$ cat config.mk
export PLATFORM = sky130hd
export DESIGN_NAME = axil_triggered_pulse_train
export DESIGN_NICKNAME = d
export VERILOG_FILES = /design/src/rtl/axil_triggered_pulse_train.sv
export SDC_FILE = /design/constraint.sdc
export NUM_CORES = 1
export LEC_CHECK = 0
export ABC_AREA = 1
export BUFFER_PORTS_ARGS = -buffer_cell sky130_fd_sc_hd__buf_4
export CORE_MARGIN = 2
export CORE_UTILIZATION = 43
export CTS_BUF_LIST = sky130_fd_sc_hd__clkbuf_8
export DETAILED_ROUTE_END_ITERATION = 16
export SLEW_MARGIN = 20
export SYNTH_ARGS = -nofsm -noshare
export SYNTH_HDL_FRONTEND = slang
export SYNTH_SLANG_ARGS = --single-unit
$ cat constraint.sdc
create_clock -name clock -period 3.11 [get_ports clock]
set_clock_uncertainty 0.15 [all_clocks]
set_input_delay 0.1555 -clock clock [delete_from_list [all_inputs] [get_ports clock]]
set_output_delay 0.1555 -clock clock [all_outputs]
set_load 0.005 [all_outputs]
$ cat src/rtl/axil_triggered_pulse_train.sv
// axil_triggered_pulse_train: counted pulse-train generator started by a register-block trigger strobe.
// Ports: clock/reset (async active-low); cfg_period/cfg_width/cfg_count/cfg_enable configuration;
// trigger start strobe; pulse_out train output; busy while running; done one-cycle completion strobe;
// status = {overrun, cfg_error, aborted, busy, 12'b0, emitted}.
module axil_triggered_pulse_train #(
    parameter int COUNTER_WIDTH = 16,
    parameter int COUNT_WIDTH   = 16
) (
    input  logic                     clock,
    input  logic                     reset,
    input  logic [COUNTER_WIDTH-1:0] cfg_period,
    input  logic [COUNTER_WIDTH-1:0] cfg_width,
    input  logic [COUNT_WIDTH-1:0]   cfg_count,
    input  logic                     cfg_enable,
    input  logic                     trigger,
    output logic                     pulse_out,
    output logic                     busy,
    output logic                     done,
    output logic [31:0]              status
);
    typedef enum logic [1:0] {IDLE, HIGH, LOW, DONE} state_t;
    state_t                   state, next;
    logic [COUNTER_WIDTH-1:0] phase, sh_period, sh_width;
    logic [COUNT_WIDTH-1:0]   sh_count, emitted, emitted_inc;
    logic                     overrun, cfg_error, aborted;
    logic                     cfg_ok, running, abort, high_end, low_end, start;
    always_comb begin
        cfg_ok      = cfg_period != '0 && cfg_width != '0 && cfg_count != '0 && cfg_width < cfg_period;
        running     = state == HIGH || state == LOW;
        abort       = running && !cfg_enable;
        high_end    = state == HIGH && phase == sh_width - 1'b1;
        low_end     = state == LOW && phase == sh_period - sh_width - 1'b1;
        emitted_inc = emitted + 1'b1;
        start       = state == IDLE && trigger && cfg_enable;
        next        = state;
        case (state)
            IDLE:    next = (start && cfg_ok) ? HIGH : IDLE;
            HIGH:    next = abort ? IDLE : (high_end ? LOW : HIGH);
            // abort takes priority over the end of a low phase; emitted still counts that pulse
            LOW:     next = abort ? IDLE : (low_end ? ((emitted_inc < sh_count) ? HIGH : DONE) : LOW);
            DONE:    next = IDLE;
            default: next = IDLE;
        endcase
    end
    always_ff @(posedge clock or negedge reset) begin
        if (!reset) state <= IDLE;
        else        state <= next;
    end
    always_ff @(posedge clock or negedge reset) begin
        if (!reset) begin
            phase     <= '0;
            sh_period <= '0;
            sh_width  <= '0;
            sh_count  <= '0;
            emitted   <= '0;
            overrun   <= 1'b0;
            cfg_error <= 1'b0;
            aborted   <= 1'b0;
        end else begin
            // phase restarts on every state change, so it counts cycles within the current phase
            phase <= (next != state) ? '0 : phase + 1'b1;
            if (start) begin
                emitted   <= '0;
                aborted   <= 1'b0;
                overrun   <= 1'b0;
                cfg_error <= !cfg_ok;
                if (cfg_ok) begin
                    sh_period <= cfg_period;
                    sh_width  <= cfg_width;
                    sh_count  <= cfg_count;
                end
            end
            if (trigger && state != IDLE) overrun <= 1'b1;
            if (abort) aborted <= 1'b1;
            if (low_end) emitted <= emitted_inc;
        end
    end
    assign pulse_out = state == HIGH;
    assign busy      = running;
    assign done      = state == DONE;
    assign status    = {overrun, cfg_error, aborted, busy, 12'b0, 16'(emitted)};
endmodule

==> summary.txt <==
Status
  • Status: finished, violations left
  • Failing checks: setup timing

Route
  • DRT iter0 DRCs: between 200 and 300
  • Routed wire per std cell: 13.9 um
  • Drt via density: just under 5
  • Routed wire length: 16800 um
  • First-pass DRT Iterations: 4
  • Via count: 5817
  • DR DRC count: 0
  • DRT antenna net count: 0

Synthesis
  • Post-synth ARST share: 100%
  • Netlist Area Pre-Place: 6280 um2
  • Ys Warns: 0
  • Post-synth top area cell: dfrtp_1
  • Prevailing post-synth register cell: dfrtp_1
  • Syn_area_per_cell: about 7.4 um2
  • Synth top area share: about a third
  • Area contributors post-synth: dfrtp_1 (34%), nand2_1 (13%), ha_1 (10%)
  • Cells after synthesis: 850
  • Synth cell types: 38
  • Number of flops mapped to enable cells by yosys: 0
  • Seq cells post-synth: 85
  • Sequential fraction of the synthesis area: about 34%

Global routing
  • Initial antenna violation count: 0
  • First-pass GRT wire length: about 28000 um
  • Maximum number of pins on one net before global-route repair: 39
  • GRT Total Usage: 21.8%
  • GRT overflow: 0
  • Vias in the first global route: between 5000 and 6000

Pwr
  • Max VDD drop: approximately 0.0002 V
  • Total power density per cell area: between 500 and 600 nW/um2
  • Clock Power Share: 16.3%
  • Comb pwr share: 49.9%
  • Internal power: around 2.4 mW
  • Sw Ratio: a little over two fifths
  • Flop pwr share: approximately a third
  • Static leakage: 4.20 nW
  • Switching power total: approximately 1.8 mW

Floorplanning
  • Die H: 125 um
  • Die W: about 120 um
  • Num rows: 44
  • Die Footprint: ~16000 um2
  • Initial Util: between 40% and 50%
  • Total core area: around 14000 um2
  • Num ports: between 80 and 90

Place
  • Dpl hpwl: ~13000 um
  • Area post-placement: around 7200 um2
  • RD Place Congestion: between 0.8 and 0.9
  • PortBufs: 74
  • Dpl ws: -0.494 ns

Cells and area
  • Antenna diodes: 0
  • Share of layout cells above drive strength 1: 19.2%
  • Cell area after layout: just over 8000 um2
  • P&R area growth vs syn: 30.0%
  • Fin util: 56.6%
  • Final #Nets: ~1100

Clocking
  • Max clock buf depth: 2
  • Clock insertion delay at the later pin of the skew report: ~0.36 ns
  • CTS tree: yes
  • Clock-pin slew of the registers on the worst-case setup and hold paths: 0.08 ns
  • Clock sink total: between 80 and 90
  • H-tree Lvls: 3
  • CTS Buf Count: 9
  • Clock Tree Root: clkbuf_8

STA
  • Worst-margin pin slew: 0.642 ns
  • Tmin final: around 3.4 ns
  • PnR worst setup slack: -0.315 ns
  • # setup viols final: 17
  • Final max-slew violation count: 0
  • Unrepaired setup endpoints after global routing: true
  • Slew headroom: 56.8%
  • Period utilization: 110%
  • Max frequency: a little under 300 MHz
  • Final Hold Vio Count: 0

Worst setup path
  • Crit path max fanout: 8
  • Arr. time, crit path: between 3 and 4 ns
  • CP startpoint kind: flop
  • WS Path Type: flop to flop
  • Crit end category: flop
  • Critical Path RT: roughly 3.2 ns

Hold path
  • Tightest Hold Check Type: input port to flop

Run
  • Maxcap violations: 0
## worst paths after layout
path                            startpoint     endpoint  slack (ns)  cells after the start
worst max-delay path            emitted[0]     phase[3]       -0.31                     22
worst min-delay path            cfg_enable      aborted        0.03                      4
worst max register to register  emitted[0]     phase[3]       -0.31                     22
worst min register to register     overrun      overrun        0.35                      2
max in group asynchronous            reset  sh_count[7]        1.93                      3
min in group asynchronous            reset     phase[3]        0.15                      2
## flip-flops by register name, summed over array words and instances, names as in the netlist
| name | flops |
|---|---|
| sh_width | 16 |
| aborted | 1 |
| sh_period | 16 |
| cfg_error | 1 |
| sh_count | 16 |
| overrun | 1 |
| emitted | 16 |
| state | 2 |
| phase | 16 |
## cell usage after synthesis, types with 2 or more instances
library cell	number
a211oi_1	2
a21oi_1	25
and2_1	2
buf_4	16
clkbuf_1	14
dfrtp_1	85
ha_1	52
inv_1	134
inv_2	3
nand2_1	213
nand2_2	3
nand3_1	41
nand3_2	2
nand3_4	2
nand3b_1	6
nand4_1	12
nor2_1	52
nor2_2	16
nor3_1	9
nor4_1	12
o211ai_1	4
o21a_1	2
o21ai_0	58
o22ai_1	9
xnor2_1	21
xor2_1	43
## layer usage
metal	vias up	global-route usage [%]	wire length, um
met2	99	37.6	8110
met4	0	7.19	478
met5	-	0	0
li1	3007	-	-
met1	2678	28.5	7720
met3	33	2.62	444
## logic make-up (layout without fill, tap and decap cells)
family                   count (synthesis)  after routing  share of synthesized area, %
buffers and inverters                  171            327                          11.3
multiplexers                             1              1                         0.159
adder cells (fa/ha/maj)                 53             53                          10.7
other                                    1             12                        0.0597
flip-flops                              85             85                          33.9
AND/OR/NAND/NOR                        373            374                          26.3
XOR/XNOR                                64             64                          8.92
AO/OA/AOI/OAI                          102            102                          8.71
## layout by cell type, fill, tap and decap left out, types with 3 or more instances in the layout
cell / Yosys / layout
nor3_1: 9 / 7
nor2_4: 1 / 5
inv_2: 3 / 5
xnor2_1: 21 / 20
dfrtp_1: 85 / 84
nand2_1: 213 / 206
buf_6: 1 / 3
nand3_4: 2 / 5
clkbuf_8: 0 / 10
inv_1: 134 / 135
o21ai_0: 58 / 57
buf_4: 16 / 121
xor2_1: 43 / 42
ha_4: 0 / 4
nand2_4: 0 / 3
o22ai_1: 9 / 9
nor4_1: 12 / 12
ha_1: 52 / 47
nand3_1: 41 / 37
o211ai_1: 4 / 4
a21oi_1: 25 / 25
nor2_1: 52 / 46
nand3_2: 2 / 4
conb_1: 1 / 12
nand4_1: 12 / 12
dlygate4sd3_1: 0 / 50
nand2_2: 3 / 7
nor2_2: 16 / 18
nand3b_1: 6 / 6
## power groups by stage
stage | Clock (mW) | Sequential (mW) | Combinational [mW]
2_1_floorplan | 0 | 1.42 | 1.53
3_3_place_gp | 0 | 1.45 | 1.98
3_5_place_dp | 0 | 1.46 | 2.00
4_1_cts | 0.715 | 1.44 | 2.08
5_1_grt | 0.759 | 1.46 | 2.45
6_report | 0.695 | 1.44 | 2.12
## what timing repair did
item	4_1_cts	5_1_grt
setup endpoints to repair	19	33
hold buffers	50	0
gates resized for setup	12	29
buffers inserted	6	4
gates cloned	1	1
pin swaps	9	14
endpoints found under the hold margin	85	0
## critical path, cell delays in order (launching register included)
cell and delay (ns):
dfrtp_1 0.42, nand3_2 0.14, nor2_4 0.11, nand4_1 0.13, nor3_2 0.18, nand2_1 0.09
nor2_2 0.14, nand4_1 0.15, xnor2_2 0.18, ha_1 0.31, nand2_1 0.08, nor2_1 0.04
a211oi_1 0.18, o21ai_1 0.09, a21oi_1 0.14, buf_4 0.15, nand4_1 0.10, nand2_1 0.08
nand2_2 0.09, nand2_4 0.09, nand2_4 0.07, nand3_4 0.13, nor2_1 0.06
## through the flow
| step | total power [mW] | hold slack, ns | cells | setup TNS (ns) |
|---|---|---|---|---|
| final | 4.26 | 0.0302 | 1202 | -5.04 |
| after global routing | 4.68 | 0.0698 | 1202 | -10.59 |
| after CTS | 4.23 | 0.00350 | 1197 | -5.55 |
| after detailed placement | 3.46 | 0.0159 | 1125 | -7.83 |
| after global placement | 3.44 | 0.000355 | 1125 | -7.23 |
| after floorplan | 2.95 | -0.290 | 861 | -0.860 |
## cell type report
| type | instances | area (um2) |
|---|---|---|
| inverter | 138 | 518 |
| sequential | 85 | 2130 |
| clock inverter | 5 | 21.3 |
| clock buffer | 10 | 138 |
| fill | 1351 | 6260 |
| multi-input combinational | 606 | 3690 |
| tap | 184 | 230 |
| timing repair buffer | 174 | 1440 |
(Power assumes the default switching activity.)
